[src/rtl/msrv_32_machine_control.sv]
// msrv_32_machine_control
// Trap and return sequencer for the msrv_32 core. Watches the decoder's
// exception flags, the SYSTEM-opcode encodings (ECALL/EBREAK/MRET) and the
// enabled interrupt requests. It then steers the PC mux, flushes the pipeline
// and strobes the CSR file through a four-state Moore machine:
// RESET -> OPERATING <-> {TRAP_TAKEN, TRAP_RETURN}.

module msrv_32_machine_control #(
    parameter logic [1:0] BOOT_SEL = 2'b00,  // pc_src_out: boot address
    parameter logic [1:0] EPC_SEL  = 2'b01,  // pc_src_out: mepc (MRET)
    parameter logic [1:0] TVEC_SEL = 2'b10,  // pc_src_out: trap vector
    parameter logic [1:0] NEXT_SEL = 2'b11   // pc_src_out: sequential next PC
) (
    input  logic        clk_in,
    input  logic        rst_n_in,

    // exception sources
    input  logic        illegal_instr_in,
    input  logic        misaligned_load_in,
    input  logic        misaligned_store_in,
    input  logic        misaligned_instr_in,

    // instruction fields used to recognise ECALL / EBREAK / MRET
    input  logic [4:0]  opcode_6_to_2_in,
    input  logic [2:0]  funct3_in,
    input  logic [11:0] funct12_in,
    input  logic [4:0]  rs1_addr_in,
    input  logic [4:0]  rd_addr_in,

    // interrupt requests and their enables
    input  logic        e_irq_in,
    input  logic        t_irq_in,
    input  logic        s_irq_in,
    input  logic        mie_in,
    input  logic        meie_in,
    input  logic        mtie_in,
    input  logic        msie_in,

    // sequencing outputs
    output logic        trap_taken_out,
    output logic [1:0]  pc_src_out,
    output logic        flush_out,
    output logic        set_epc_out,
    output logic        set_cause_out,
    output logic        mie_clear_out,
    output logic        mie_set_out,
    output logic        instret_inc_out,
    output logic [3:0]  cause_out,
    output logic        i_or_e_out
);

    // ------------------------------------------------------------------
    // State encoding
    // ------------------------------------------------------------------
    localparam logic [1:0] STATE_RESET       = 2'b00;
    localparam logic [1:0] STATE_OPERATING   = 2'b01;
    localparam logic [1:0] STATE_TRAP_TAKEN  = 2'b10;
    localparam logic [1:0] STATE_TRAP_RETURN = 2'b11;

    // ------------------------------------------------------------------
    // Instruction field constants
    // ------------------------------------------------------------------
    localparam logic [4:0]  OPCODE_SYSTEM = 5'b11100;
    localparam logic [2:0]  FUNCT3_PRIV   = 3'b000;
    localparam logic [11:0] FUNCT12_ECALL  = 12'h000;
    localparam logic [11:0] FUNCT12_EBREAK = 12'h001;
    localparam logic [11:0] FUNCT12_MRET   = 12'h302;

    // ------------------------------------------------------------------
    // mcause codes
    // ------------------------------------------------------------------
    localparam logic [3:0] CAUSE_MISALIGNED_INSTR = 4'd0;
    localparam logic [3:0] CAUSE_ILLEGAL_INSTR    = 4'd2;
    localparam logic [3:0] CAUSE_BREAKPOINT       = 4'd3;
    localparam logic [3:0] CAUSE_MISALIGNED_LOAD  = 4'd4;
    localparam logic [3:0] CAUSE_MISALIGNED_STORE = 4'd6;
    localparam logic [3:0] CAUSE_ECALL_M          = 4'd11;

    localparam logic [3:0] CAUSE_SW_IRQ    = 4'd3;
    localparam logic [3:0] CAUSE_TIMER_IRQ = 4'd7;
    localparam logic [3:0] CAUSE_EXT_IRQ   = 4'd11;

    logic [1:0] state;
    logic [1:0] next_state;

    logic       sys_instr;
    logic       is_ecall;
    logic       is_ebreak;
    logic       is_mret;

    logic       e_irq_pend;
    logic       t_irq_pend;
    logic       s_irq_pend;

    logic       exc;
    logic       irq;
    logic       take_trap;

    logic [3:0] exc_cause;
    logic [3:0] irq_cause;

    // ------------------------------------------------------------------
    // SYSTEM instruction decode. Only the all-zero rs1/rd/funct3 forms are
    // the privileged ECALL/EBREAK/MRET; anything else with this opcode is a
    // CSR access and is handled elsewhere.
    // ------------------------------------------------------------------
    assign sys_instr = (opcode_6_to_2_in == OPCODE_SYSTEM) &&
                       (funct3_in        == FUNCT3_PRIV)   &&
                       (rs1_addr_in      == 5'd0)          &&
                       (rd_addr_in       == 5'd0);

    assign is_ecall  = sys_instr && (funct12_in == FUNCT12_ECALL);
    assign is_ebreak = sys_instr && (funct12_in == FUNCT12_EBREAK);
    assign is_mret   = sys_instr && (funct12_in == FUNCT12_MRET);

    // ------------------------------------------------------------------
    // Trap qualification. A masked interrupt is simply not seen here; it
    // stays pending on its input and is picked up once it is enabled.
    // ------------------------------------------------------------------
    assign exc = misaligned_instr_in | illegal_instr_in | is_ebreak |
                 is_ecall | misaligned_load_in | misaligned_store_in;

    assign e_irq_pend = e_irq_in & meie_in;
    assign t_irq_pend = t_irq_in & mtie_in;
    assign s_irq_pend = s_irq_in & msie_in;

    assign irq = mie_in & (e_irq_pend | s_irq_pend | t_irq_pend);

    assign take_trap = (state == STATE_OPERATING) && (exc || irq);

    // Exception cause: fixed priority, highest first.
    always_comb begin
        // NOTE: a default before the if-chain keeps this purely combinational;
        // any path that left exc_cause unassigned would infer a latch.
        exc_cause = CAUSE_MISALIGNED_STORE;
        if (misaligned_instr_in)
            exc_cause = CAUSE_MISALIGNED_INSTR;
        else if (illegal_instr_in)
            exc_cause = CAUSE_ILLEGAL_INSTR;
        else if (is_ebreak)
            exc_cause = CAUSE_BREAKPOINT;
        else if (is_ecall)
            exc_cause = CAUSE_ECALL_M;
        else if (misaligned_load_in)
            exc_cause = CAUSE_MISALIGNED_LOAD;
        else if (misaligned_store_in)
            exc_cause = CAUSE_MISALIGNED_STORE;
    end

    // Interrupt cause: external over software over timer.
    always_comb begin
        irq_cause = CAUSE_TIMER_IRQ;
        if (e_irq_pend)
            irq_cause = CAUSE_EXT_IRQ;
        else if (s_irq_pend)
            irq_cause = CAUSE_SW_IRQ;
        else if (t_irq_pend)
            irq_cause = CAUSE_TIMER_IRQ;
    end

    // State register; reset forces RESET at once, independent of the clock.
    always_ff @(posedge clk_in or negedge rst_n_in) begin
        // NOTE: sequential state uses non-blocking assignments so every
        // register samples pre-edge values regardless of block ordering.
        if (!rst_n_in)
            state <= STATE_RESET;
        else
            state <= next_state;
    end

    // Next-state logic: exceptions beat interrupts, interrupts beat MRET.
    always_comb begin
        next_state = STATE_RESET;
        case (state)
            STATE_RESET:
                next_state = STATE_OPERATING;
            STATE_OPERATING: begin
                if (exc || irq)
                    next_state = STATE_TRAP_TAKEN;
                else if (is_mret)
                    next_state = STATE_TRAP_RETURN;
                else
                    next_state = STATE_OPERATING;
            end
            STATE_TRAP_TAKEN:
                next_state = STATE_OPERATING;
            STATE_TRAP_RETURN:
                next_state = STATE_OPERATING;
            default:
                next_state = STATE_RESET;
        endcase
    end

    // Cause / interrupt-flag capture on the edge that enters TRAP_TAKEN.
    always_ff @(posedge clk_in or negedge rst_n_in) begin
        if (!rst_n_in) begin
            cause_out  <= 4'd0;
            i_or_e_out <= 1'b0;
        end else if (take_trap) begin
            cause_out  <= exc ? exc_cause : irq_cause;
            i_or_e_out <= ~exc;
        end
    end

    // Moore outputs per state; instret_inc in OPERATING is gated by the
    // instruction that is about to trap, so it does not retire.
    always_comb begin
        trap_taken_out  = 1'b0;
        pc_src_out      = BOOT_SEL;
        flush_out       = 1'b1;
        set_epc_out     = 1'b0;
        set_cause_out   = 1'b0;
        mie_clear_out   = 1'b0;
        mie_set_out     = 1'b0;
        instret_inc_out = 1'b0;
        case (state)
            STATE_RESET: begin
                pc_src_out = BOOT_SEL;
                flush_out  = 1'b1;
            end
            STATE_OPERATING: begin
                pc_src_out      = NEXT_SEL;
                flush_out       = 1'b0;
                instret_inc_out = ~(exc | irq);
            end
            STATE_TRAP_TAKEN: begin
                trap_taken_out = 1'b1;
                pc_src_out     = TVEC_SEL;
                flush_out      = 1'b1;
                set_epc_out    = 1'b1;
                set_cause_out  = 1'b1;
                mie_clear_out  = 1'b1;
            end
            STATE_TRAP_RETURN: begin
                pc_src_out      = EPC_SEL;
                flush_out       = 1'b1;
                mie_set_out     = 1'b1;
                instret_inc_out = 1'b1;
            end
            default: begin
                pc_src_out = BOOT_SEL;
                flush_out  = 1'b1;
            end
        endcase
    end

endmodule

[config.mk]
export PLATFORM = sky130hd
export DESIGN_NAME = msrv_32_machine_control
export DESIGN_NICKNAME = d
export VERILOG_FILES = /design/src/rtl/msrv_32_machine_control.sv
export SDC_FILE = /design/constraint.sdc
export NUM_CORES = 1
export LEC_CHECK = 0
export ABC_AREA = 1
export CORE_ASPECT_RATIO = 0.7
export CORE_MARGIN = 4
export CORE_UTILIZATION = 28
export CTS_CLUSTER_DIAMETER = 40
export DETAILED_ROUTE_END_ITERATION = 6
export HOLD_SLACK_MARGIN = 0.02
export PLACE_DENSITY = 0.75
export REMOVE_ABC_BUFFERS = 1
export SYNTH_ARGS = -nofsm -noshare
export SYNTH_HDL_FRONTEND = slang
export SYNTH_SLANG_ARGS = --single-unit
export TNS_END_PERCENT = 50
[constraint.sdc]
create_clock -name clk_in -period 1.1 [get_ports clk_in]
set_input_delay 0.275 -clock clk_in [delete_from_list [all_inputs] [get_ports clk_in]]
set_output_delay 0.275 -clock clk_in [all_outputs]
set_load 0.02 [all_outputs]
---- Word level (Yosys, flattened, before mapping) ----
Index checks and enable logic that the tools add are counted.
operators by class
  eq/ne operators ......................... 6
  mux-type cells .......................... 16
  bitwise operators ....................... 14
  reductions and logical operators ........ 14
operators by type and width
  operator                number
  $mux W4                 6
  $eq A12 B1 Y1 const B   1
  $eq A12 B10 Y1 const B  1
  $logic_not A12 Y1       1
  $logic_not A5 Y1        2
  $or A1 B1 Y1            8
  $pmux W2 S4             1
  $logic_and A1 B1 Y1     7
  $mux W2                 3
  $eq A5 B5 Y1 const B    1
  $and A1 B1 Y1           4
  $eq A2 B2 Y1 const B    2
  $pmux W1 S2             2
  $pmux W2 S2             1
  $logic_not A3 Y1        1
  $mux W3                 1
  $reduce_or A3 Y1        1
  $eq A2 B1 Y1 const B    1
  $logic_not A2 Y1        1
  $mux W1                 2
  $not A1 Y1              2
  $logic_or A1 B1 Y1      1
word-level totals
  bits in registers ....................... 7
  output and inout bits ................... 14
  logic and storage cells ................. 53

---- Logic depth before layout (Yosys ltp) ----
Gate-level depths: netlist of run 1.
  word-level depth ........................ 12
  mapped depth ............................ 11
  gate-level depth less buffers ........... 11

---- Worst setup path after synthesis of run 1 ----
Ideal clock, no wire load.
  path kind ............................... input to output
  start point ............................. in funct12_in[8]
  end point ............................... out instret_inc_out
  arrival ................................. 1313 ps
  data required time ...................... 825 ps
  slack ................................... -488 ps
  stages on the path ...................... 7
  buffers on the path ..................... 0
  cell sequence ........................... nor2_1 > and2_4 > nand3_1 > nand2_2 > nand2_4 > nand4_4 > o21ai_0
on the way
  longest elaborated chain between the ends .. 9
ends and longest elaborated chain
  what                           RTL line  source
  from (decl)                    26        input logic [11:0] funct12_in,
  $eq A12 B1 Y1                  113       assign is_ebreak = sys_instr && (funct12_in == FUNCT12_EBREAK);
  $logic_and A1 B1 Y1            113
  $or A1 B1 Y1                   120       assign exc = misaligned_instr_in | illegal_instr_in | is_ebreak |
  $or A1 B1 Y1 (*)               120
  $or A1 B1 Y1 (*) (2 in a row)  121       is_ecall | misaligned_load_in | misaligned_store_in;
  $or A1 B1 Y1 (*)               224       instret_inc_out = ~(exc | irq);
  $not A1 Y1 (*)                 224
  $pmux W1 S2 (*)                216       case (state)
  to (decl)                      47        output logic instret_inc_out,
Every way passes the cells marked *; elsewhere a longest branch is shown, timed or not.

---- Worst setup path after layout of run 1 ----
  start point ............................. reg state[1]
  end point ............................... out pc_src_out[0]
on the way
  longest elaborated chain between the ends .. 2
ends and longest elaborated chain
  what                                  RTL line  source
  from (decl)                           83        logic [1:0] state;
  from (signal assigned)                168       state <= next_state;
  $eq A2 B2 Y1 (tied with other cells)  216
  $pmux W2 S4 (*)                       216
  to (decl)                             41        output logic [1:0] pc_src_out,
Marks and branches as above.

==> run summary, run 1 <==
Fin nets: 251
Setup Skew: 0.000483 ns
I/O pin cnt: 57
N_diodes: 0
Die area: 3230 um^2
Hold WS: 0.292 ns
Post-DP HPWL: 1940 um
TritonCTS clock tree: built
Combinational power share: 0.431
Post-synth cell types: 20
Clock sink count: 7
Mapped Cells: 101
Maxcap violations: 0
Top cells by area, synth: dfrtp_1, nand2_1, nor2_1, ha_1, inv_1
I/O Buffers: 56
Avg Inst Size Synth: 6.59 um^2
Min cycle time layout: 1.48 ns
Total track usage: 0.171
Rows: 14
Drt pass-1 iters: 4
Fin crit share: 1.34
GP Congestion: 0.768
Clock Tree Buf Depth: 2
First-pass GRT wire length: 4330 um
Switching Power: 0.250 mW
Max H-tree Level: 1
Clock Latency Late Sink: 0.24 ns
Dpl cell area: 1400 um^2
Worst-path clk slew: 0.05 ns
Setup TNS: -4.01 ns
Initial antenna violation count: 0
Sequential share of power: 0.314
Worst hold path class: input pin to async pin
Final worst slack: -0.377 ns
Worst Path Max Fanout: 2
Area growth, synth to finish: 157%
Internal cell power: 0.629 mW
Violated checks: negative setup slack
Core ar.: 2210 um^2
DRC: 0
Pwr/cell area: 514 nW/um^2
Outcome: finished, violations left
Clock Power Share: 0.255
Root buffer cell: clkbuf_4
Leak: 0.915 nW
Final Instance Area: 1710 um^2
Share of the synthesized area in the top cell type: 0.263
Register area share after synthesis: 0.263
Synthesized flop and latch total: 7
Crit path capture type: output port
Crit start category: flop
Drt total wl: 2680 um
Setup CP Type: flop to output port
Pre-CTS WS: -1.25 ns
Largest net degree at the start of global routing: 10
Cell taking the most area after synthesis: dfrtp_1
Cell Count, Final, Fillers Out: 234
Die Width: 66.3 um
Yosys warnings: 0
WP data required: 0.82 ns
Inserted Clock Buffers: 3
Via count: 996
Slew Limit Fails: 0
Switching Share: 0.284
Vias per cell: 4.26
Die H: 48.8 um
Max Freq: 0.677 GHz
Data arrival, critical path: 1.20 ns
Share of cells above drive strength 1: 0.634
Dpl cells: 207
Antenna Nets Post-Route: 0
Hold Fails Final Rpt: 0
Vias in the first global route: 1065
Grt total ovfl: 0
Final setup vio count: 15
Drt wl/cell: 11.5 um
Post-Syn Area: 666 um^2
Peak supply drop: 0.281 mV
Starting DRT DRC Count: 21
RSZ-0062 raised after global routing: true
Slew headroom: 0.785
Initial Utilization: 0.302
Least-Margin Pin Slew: 0.322 ns
-- cells by family after synthesis --
| family | count (synthesis) | share of synthesized area |
|---|---|---|
| adder cells (fa/ha/maj) | 5 | 0.0940 |
| buffers and inverters | 20 | 0.130 |
| AND/OR/NAND/NOR | 61 | 0.444 |
| AO/OA/AOI/OAI | 8 | 0.0695 |
| flip-flops | 7 | 0.263 |
-- timing repair --
item / in CTS / in global routing
endpoints found under the hold margin: 0 / 0
resized for setup: 209 / 33
pin swaps: 47 / 24
hold buffers: 0 / 0
buffers inserted: 25 / 2
setup endpoints to repair: 21 / 17
-- cells in the mapped netlist, drive strengths merged --
library cell  number
o21ai              4
a21oi              2
nand4              6
buf                3
and2               2
o211ai             1
nand2             29
ha                 5
nand3              3
o41ai              1
inv               17
nor2              21
dfrtp              7
-- final timing paths --
kind                            slack, ns  depth (start not counted)                      from                        to
max in group asynchronous            0.55                          1                  rst_n_in        state[0]$_DFF_PN0_
worst min register to register       0.48                          2  cause_out[0]$_DFFE_PN0P_  cause_out[0]$_DFFE_PN0P_
worst max-delay path                -0.38                          5        state[1]$_DFF_PN0_             pc_src_out[0]
worst max register to register      -0.25                          6        state[1]$_DFF_PN0_        state[1]$_DFF_PN0_
min in group clk_in                  0.36                          3             funct12_in[8]        state[1]$_DFF_PN0_
worst min-delay path                 0.29                          1                  rst_n_in        state[1]$_DFF_PN0_
-- registers in the layout (all words and copies together), names as in the netlist --
| signal | count |
|---|---|
| i_or_e_out | 1 |
| state | 2 |
| cause_out | 4 |
-- critical path: stages, from the launching register on --
cell and delay [ns]:
dfrtp_1 0.37, inv_2 0.07, buf_6 0.13, ha_4 0.15, a21oi_4 0.11, buf_6 0.13
-- per-stage QoR --
step | total power, mW | util
2_1_floorplan | 0.369 | -
3_3_place_gp | 0.601 | 0.635
3_5_place_dp | 0.609 | 0.635
4_1_cts | 0.857 | 0.727
5_1_grt | 0.940 | 0.776
6_report | 0.880 | 0.776
-- power groups by stage --
stage | Sequential (mW) | Clock [mW] | Combinational, mW
after global placement | 0.277 | 0 | 0.324
final | 0.276 | 0.224 | 0.380
after detailed placement | 0.278 | 0 | 0.331
after CTS | 0.275 | 0.232 | 0.350
after global routing | 0.277 | 0.254 | 0.409
after floorplan | 0.287 | 0 | 0.0816
-- final cells by class --
class,instances,area [um^2]
repair buffers,100,823
well taps,32,40.0
multi-input cells,74,581
inverters,17,66.3
flip-flops and latches,7,176
fillers,182,494
clock buffers,4,26.3
-- layer usage --
metal | GRT usage | up-vias | part of all wire
met5 | 0 | - | 0
met4 | 0.0743 | 0 | 0.013
met3 | 0.0253 | 4 | 0.053
met2 | 0.326 | 35 | 0.56
met1 | 0.180 | 442 | 0.37
li1 | - | 515 | -
-- placed cells by master, fill, tap and decap left out, drive strengths merged --
cell type and count:
clkbuf 6, nor2 21, inv 17, nand2 29
and2 2, o211ai 1, nand3 3, a21oi 2
nand4 6, dfrtp 7, o41ai 1, dlymetal6s2s 2
dlygate4sd2 8, ha 5, o21ai 4, clkdlybuf4s15 6
buf 80, clkdlybuf4s50 2
Power figures use the tool's default switching activity.
==> inputs of run 2 (changes only) <==
--- a/config.mk
+++ b/config.mk
@@ -6,7 +6,6 @@
 export NUM_CORES = 1
 export LEC_CHECK = 0
 export ABC_AREA = 1
-export CORE_ASPECT_RATIO = 0.7
 export CORE_MARGIN = 4
 export CORE_UTILIZATION = 28
 export CTS_CLUSTER_DIAMETER = 40
==> run 2 against run 1 <==
The flow still finishes with violations (negative setup slack). Sequential cell count stayed put. Sequential power hardly changed. Via count is 3.0% higher. Global-route usage is 0.30 points higher. Total power is 3.3% lower. Non-clock buffer count is 11 lower. Final cell count is 6.0% lower. Clock-buffer cell count stayed put. Worst hold slack worse by 0.012 ns. Register-to-register slack worse by 0.02 ns. Sequential share of layout area is 1.2 points higher. Final area is 11% lower. Largest cell class unchanged.
==> run summary, run 2 (synthesized netlist as in run 1, its figures left out) <==
Fin nets: 241 (-4.0%)
Total track usage: 0.174 (+0.00302)
Least-Margin Pin Slew: 0.321 ns (-0.000550 ns)
Post-DP HPWL: 1820 um (-6.2%)
GP Congestion: 0.762 (-0.76%)
Largest net degree at the start of global routing: 8 (-2)
Antenna Nets Post-Route: 0 (unchanged)
DRC: 0 (unchanged)
Hold Fails Final Rpt: 0 (unchanged)
Worst Path Max Fanout: 2 (unchanged)
Final Instance Area: 1530 um^2 (-11%)
Root buffer cell: clkbuf_4
Inserted Clock Buffers: 3 (unchanged)
Pre-CTS WS: -1.25 ns (+0.00608 ns)
Final worst slack: -0.468 ns (-0.0911 ns)
Rows: 17 (+3)
Critical path buffers and inverters: 2 (-1)
Dpl cell area: 1350 um^2 (-3.6%)
Setup Skew: 0.000567 ns (+0.0000833 ns)
Starting DRT DRC Count: 19 (-9.5%)
Crit start category: input pin
Setup CP Type: input pin to output port
Fin crit share: 1.43 (+0.0828)
I/O Buffers: 56 (unchanged)
Grt total ovfl: 0 (unchanged)
Max Freq: 0.638 GHz (-5.8%)
Most common cell after layout, fill and taps aside: buf_4
Via count: 1026 (+3.0%)
Vias in the first global route: 1049 (-1.5%)
Pwr/cell area: 555 nW/um^2 (+8.1%)
Die area: 3220 um^2 (-0.39%)
Worst hold path class: input pin to async pin
Biggest regs: cause_out (4), state (2), i_or_e_out (1)
Share of cells above drive strength 1: 0.609 (-0.0243)
Clock sink count: 7 (unchanged)
Core ar.: 2230 um^2 (+1.2%)
R2R cell count: 6 (unchanged)
Area growth, synth to finish: 130%
Drt wl/cell: 13.3 um (+16%)
Crit path capture type: output port
Largest register FFs: 4 (unchanged)
Initial antenna violation count: 0 (unchanged)
Hold buffer count at CTS: 0 (unchanged)
Violated checks: negative setup slack
R2R Path End: state[1]$_DFF_PN0_
Die Width: 56.8 um (-14%)
Min cycle time layout: 1.57 ns (+0.0911 ns)
CP dominant cell by count: nand2_4
Register area: 176 um^2 (unchanged)
Hold WS: 0.280 ns (-0.0121 ns)
Data arrival, critical path: 1.29 ns (+0.09 ns)
Reg-to-Reg Start: state[1]$_DFF_PN0_
Most frequent cells in the layout: buf_4, buf_2, nand2_1, buf_6
Top Family by Delay on Critical Path: simple AND/OR/NAND/NOR gates
R2R Setup Slk: -0.27 ns (-0.02 ns)
Area of the multi-input gates: 548 um^2 (-5.6%)
Top reg by flops: cause_out
Maxcap violations: 0 (unchanged)
WP data required: 0.82 ns (about the same)
TritonCTS clock tree: built
Die H: 56.8 um (+16%)
CP max stage cell: clkdlybuf4s15_2
Util after Layout: 0.686 (-0.0898)
Initial Utilization: 0.298 (-0.00355)
N_diodes: 0 (unchanged)
Leak: 0.812 nW (-11%)
Fill count: 176 (-3.3%)
Vias per cell: 4.66 (+9.6%)
Slew Limit Fails: 0 (unchanged)
Drt pass-1 iters: 4 (unchanged)
Worst-path clk slew: 0.05 ns (about the same)
Clock Latency Late Sink: 0.25 ns (about the same)
Crit path cell chain: clkdlybuf4s15_2 -> nor2_4 -> and2_4 -> nand3_4 -> nand2_4 -> nand2_4 -> nand4_4 -> o21ai_1 -> buf_4
Final setup vio count: 16 (+1)
RSZ-0062 raised after global routing: true
I/O pin cnt: 57 (unchanged)
Outcome: finished, violations left
First-pass GRT wire length: 4420 um (+2.1%)
Slew headroom: 0.785 (about the same)
Max H-tree Level: 1 (unchanged)
Peak supply drop: 0.295 mV (+5.0%)
Drt total wl: 2930 um (+9.3%)
Clock Tree Buf Depth: 2 (unchanged)
Critical Path Max Stage Delay: 0.21 ns (-0.16 ns)
-- run 2: changes by cell type in the layout (fill, tap and decap cells not counted), sizes merged --
cell	previous run	this run
buf	80	70
clkdlybuf4s15	6	2
dlygate4sd2	8	11
clkbuf	6	8
dlymetal6s2s	2	0
nand2	29	30
-- run 2: worst max-delay path by stage --
stage	startpoint	to	slack (ns)	depth (start not counted)
final	funct12_in[8]	instret_inc_out	-0.47	9
after global routing	funct12_in[8]	instret_inc_out	-0.49	9
after detailed placement	funct12_in[8]	instret_inc_out	-1.25	9
after floorplan	funct12_in[8]	instret_inc_out	-0.49	7
after CTS	rs1_addr_in[0]	instret_inc_out	-0.42	10
after global placement	funct12_in[8]	instret_inc_out	-1.22	9
-- run 2: final cells by class --
| type | instances | area share |
|---|---|---|
| Clock buffer | 4 | 0.0171 |
| Inverter | 17 | 0.0433 |
| Multi-Input combinational cell | 75 | 0.358 |
| Sequential cell | 7 | 0.115 |
| Tap cell | 28 | 0.0229 |
| Timing Repair Buffer | 89 | 0.444 |
-- run 2: where the power goes --
part	internal (mW)	total, mW	leakage (nW)	switching (mW)
clock	0.139	0.240	0.0150	0.101
combinational	0.187	0.336	0.708	0.149
sequential	0.268	0.275	0.0889	0.00779
total	0.593	0.851	0.812	0.258
-- run 2: layer usage --
metal	routed length (um)	up-vias	GRT usage
met3	262	10	0.0506
met2	1560	59	0.348
met4	85	0	0.0596
met1	1020	460	0.162
li1	-	497	-
met5	0	-	0
-- run 2: metrics by stage --
stage	TNS, ns	total power [mW]	cells
2_1_floorplan	-2.32	0.369	98
3_3_place_gp	-10.16	0.599	197
3_5_place_dp	-10.57	0.605	197
4_1_cts	-3.87	0.832	217
5_1_grt	-5.45	0.898	220
6_report	-4.76	0.851	220
-- run 2: timing repair --
action	4_1_cts	5_1_grt
buffers inserted	18	3
pin swaps	48	15
setup endpoints to repair	21	16
resized for setup	211	17
cloned	1	0
==> inputs of run 3 (changes only) <==
--- a/config.mk
+++ b/config.mk
@@ -13,6 +13,7 @@
 export HOLD_SLACK_MARGIN = 0.02
 export PLACE_DENSITY = 0.75
 export REMOVE_ABC_BUFFERS = 1
+export SETUP_SLACK_MARGIN = 0.4
 export SYNTH_ARGS = -nofsm -noshare
 export SYNTH_HDL_FRONTEND = slang
 export SYNTH_SLANG_ARGS = --single-unit
==> run 3 against run 2 <==
The flow still finishes with violations (negative setup slack). Largest power group unchanged. Setup slack improved by 0.030 ns. Via count increased by 5.2%. Worst hold slack got worse by 0.0051 ns. Core utilization increased by 8.2 points. Global-route usage unchanged. Critical path depth increased by 1. Clock power about the same. Die area unchanged. Final cell count increased by 1.8%. First-iteration DRC count decreased by 21%. Sequential share of layout area decreased by 1.2 points. Highest routed layer unchanged.
==> run summary, run 3 (synthesized netlist as in run 1, its figures left out) <==
Outcome: finished, violations left
Violated checks: negative setup slack
Clock Latency Late Sink: 0.25 ns (about the same)
Reg-to-Reg Start: state[1]$_DFF_PN0_
Slew Limit Fails: 0 (unchanged)
Internal cell power: 0.627 mW (+5.7%)
GP Congestion: 0.762 (unchanged)
Worst-path clk slew: 0.05 ns (about the same)
First-pass GRT wire length: 4470 um (+1.2%)
Antenna Nets Post-Route: 0 (unchanged)
Initial Utilization: 0.298 (unchanged)
Least-Margin Pin Slew: 0.311 ns (-0.0100 ns)
Drt total wl: 3620 um (+23%)
Die area: 3220 um^2 (unchanged)
Biggest regs: cause_out (4), state (2), i_or_e_out (1)
Final setup vio count: 16 (unchanged)
Max Freq: 0.650 GHz (+1.9%)
Crit path capture type: output port
Die Width: 56.8 um (unchanged)
Vias in the first global route: 1102 (+5.1%)
N_diodes: 0 (unchanged)
Clock Power Share: 0.262 (-0.020)
WP data required: 0.82 ns (about the same)
Setup CP Type: input pin to output port
Inserted Clock Buffers: 3 (unchanged)
Fin crit share: 1.40 (-0.0270)
Initial antenna violation count: 0 (unchanged)
Largest register FFs: 4 (unchanged)
Post-DP HPWL: 1820 um (unchanged)
Crit start category: input pin
Largest net degree at the start of global routing: 10 (+2)
DRC: 0 (unchanged)
Drt pass-1 iters: 4 (unchanged)
Setup Skew: 0.000430 ns (-0.000136 ns)
Hold Fails Final Rpt: 0 (unchanged)
Worst Path Max Fanout: 2 (unchanged)
Starting DRT DRC Count: 15 (-4)
Fin nets: 245 (+1.7%)
Most frequent cells in the layout: buf_6, buf_4, nand2_1, buf_2, nor2_2
Peak supply drop: 0.393 mV (+33%)
Most common cell after layout, fill and taps aside: buf_6
I/O Buffers: 56 (unchanged)
Core ar.: 2230 um^2 (unchanged)
Data arrival, critical path: 1.26 ns (-0.03 ns)
Worst hold path class: input pin to async pin
Top reg by flops: cause_out
Clock sink count: 7 (unchanged)
Maxcap violations: 0 (unchanged)
Combinational power share: 0.435 (+0.040)
Via count: 1079 (+5.2%)
Total track usage: 0.174 (unchanged)
I/O pin cnt: 57 (unchanged)
Root buffer cell: clkbuf_4
Final worst slack: -0.438 ns (+0.0297 ns)
Switching Power: 0.288 mW (+12%)
Slew headroom: 0.792 (+0.00670)
Vias per cell: 4.82 (+3.3%)
Max H-tree Level: 1 (unchanged)
Die H: 56.8 um (unchanged)
Switching Share: 0.315 (+0.0116)
Critical Path Start: rs1_addr_in[3]
Crit path cell chain: buf_6 -> nor2_2 -> nand2_2 -> nor2_2 -> nand2_2 -> nor2_4 -> nand2_4 -> nand4_4 -> o21ai_2 -> buf_6
RSZ-0062 raised after global routing: true
Leak: 0.878 nW (+8.2%)
Pre-CTS WS: -1.25 ns (unchanged)
Hold WS: 0.275 ns (-0.00506 ns)
Rows: 17 (unchanged)
Pwr/cell area: 533 nW/um^2 (-4.1%)
TritonCTS clock tree: built
CP max stage cell: nor2_2
Grt total ovfl: 0 (unchanged)
Area growth, synth to finish: 158%
Min cycle time layout: 1.54 ns (-0.0297 ns)
Sequential share of power: 0.304 (-0.020)
Critical Path Max Stage Delay: 0.15 ns (-0.06 ns)
Share of cells above drive strength 1: 0.704 (+0.0947)
Drt wl/cell: 16.2 um (+21%)
Clock Tree Buf Depth: 2 (unchanged)
==> run 3: changes by cell type in the layout (fill, tap and decap cells not counted), moves of 3 or more <==
cell | before | now
buf_2 | 25 | 16
buf_6 | 16 | 33
dlygate4sd2_1 | 11 | 8
nand2_1 | 22 | 16
nand2_2 | 5 | 8
nor2_1 | 11 | 4
nor2_2 | 7 | 10
nor2_4 | 3 | 7
==> run 3: timing repair <==
item	4_1_cts	5_1_grt
gates resized for setup	225	52
pin swaps	49	35
endpoints found under the setup margin	21	21
hold endpoints to repair	0	0
hold buffers	0	0
buffers inserted	18	5
==> run 3: metrics by stage <==
stage	TNS (ns)	instance area, um^2	power (mW)	cells	utilization
floorplan	-2.32	643	0.369	98	-
global placement	-10.16	1350	0.599	197	0.605
detailed placement	-10.57	1350	0.605	197	0.605
CTS	-4.36	1550	0.845	219	0.694
global route	-5.99	1720	0.966	224	0.769
finish	-5.05	1720	0.914	224	0.769
==> run 3: final timing paths <==
kind / depth (start not counted) / slack (ns) / to
worst max-delay path: 10 / -0.44 / instret_inc_out
worst min-delay path: 1 / 0.27 / i_or_e_out$_DFFE_PN0P_
worst max register to register: 6 / -0.27 / state[1]$_DFF_PN0_
worst min register to register: 2 / 0.56 / cause_out[2]$_DFFE_PN0P_
max in group asynchronous: 1 / 0.57 / state[0]$_DFF_PN0_
min in group clk_in: 3 / 0.37 / state[1]$_DFF_PN0_
==> run 3: power by group through the flow <==
stage                     clock network [mW]  registers, mW  logic (mW)
after global routing                   0.265          0.278       0.423
after global placement                     0          0.277       0.322
after floorplan                            0          0.287      0.0816
final                                  0.239          0.278       0.397
after detailed placement                   0          0.277       0.327
after CTS                              0.238          0.277       0.330
==> run 3: layout make-up <==
cell class              instances  area, um^2
inverters                      17        66.3
flip-flops and latches          7         176
fillers                       140         517
well taps                      28        35.0
repair buffers                 94         800
clock buffers                   4        26.3
multi-input cells              74         613
==> run 3: metal layers <==
layer,part of all wire,global-route usage
met5,0,0
met1,0.34,0.166
met2,0.53,0.332
met4,0.055,0.0927
met3,0.071,0.0437
==> run 3: worst max-delay path: cells and delay by family <==
| kind | cells | cell delay, ns |
|---|---|---|
| AOI/OAI and AO/OA | 1 | 0.07 |
| buffers and inverters | 2 | 0.22 |
| and+or+nand+nor | 7 | 0.70 |
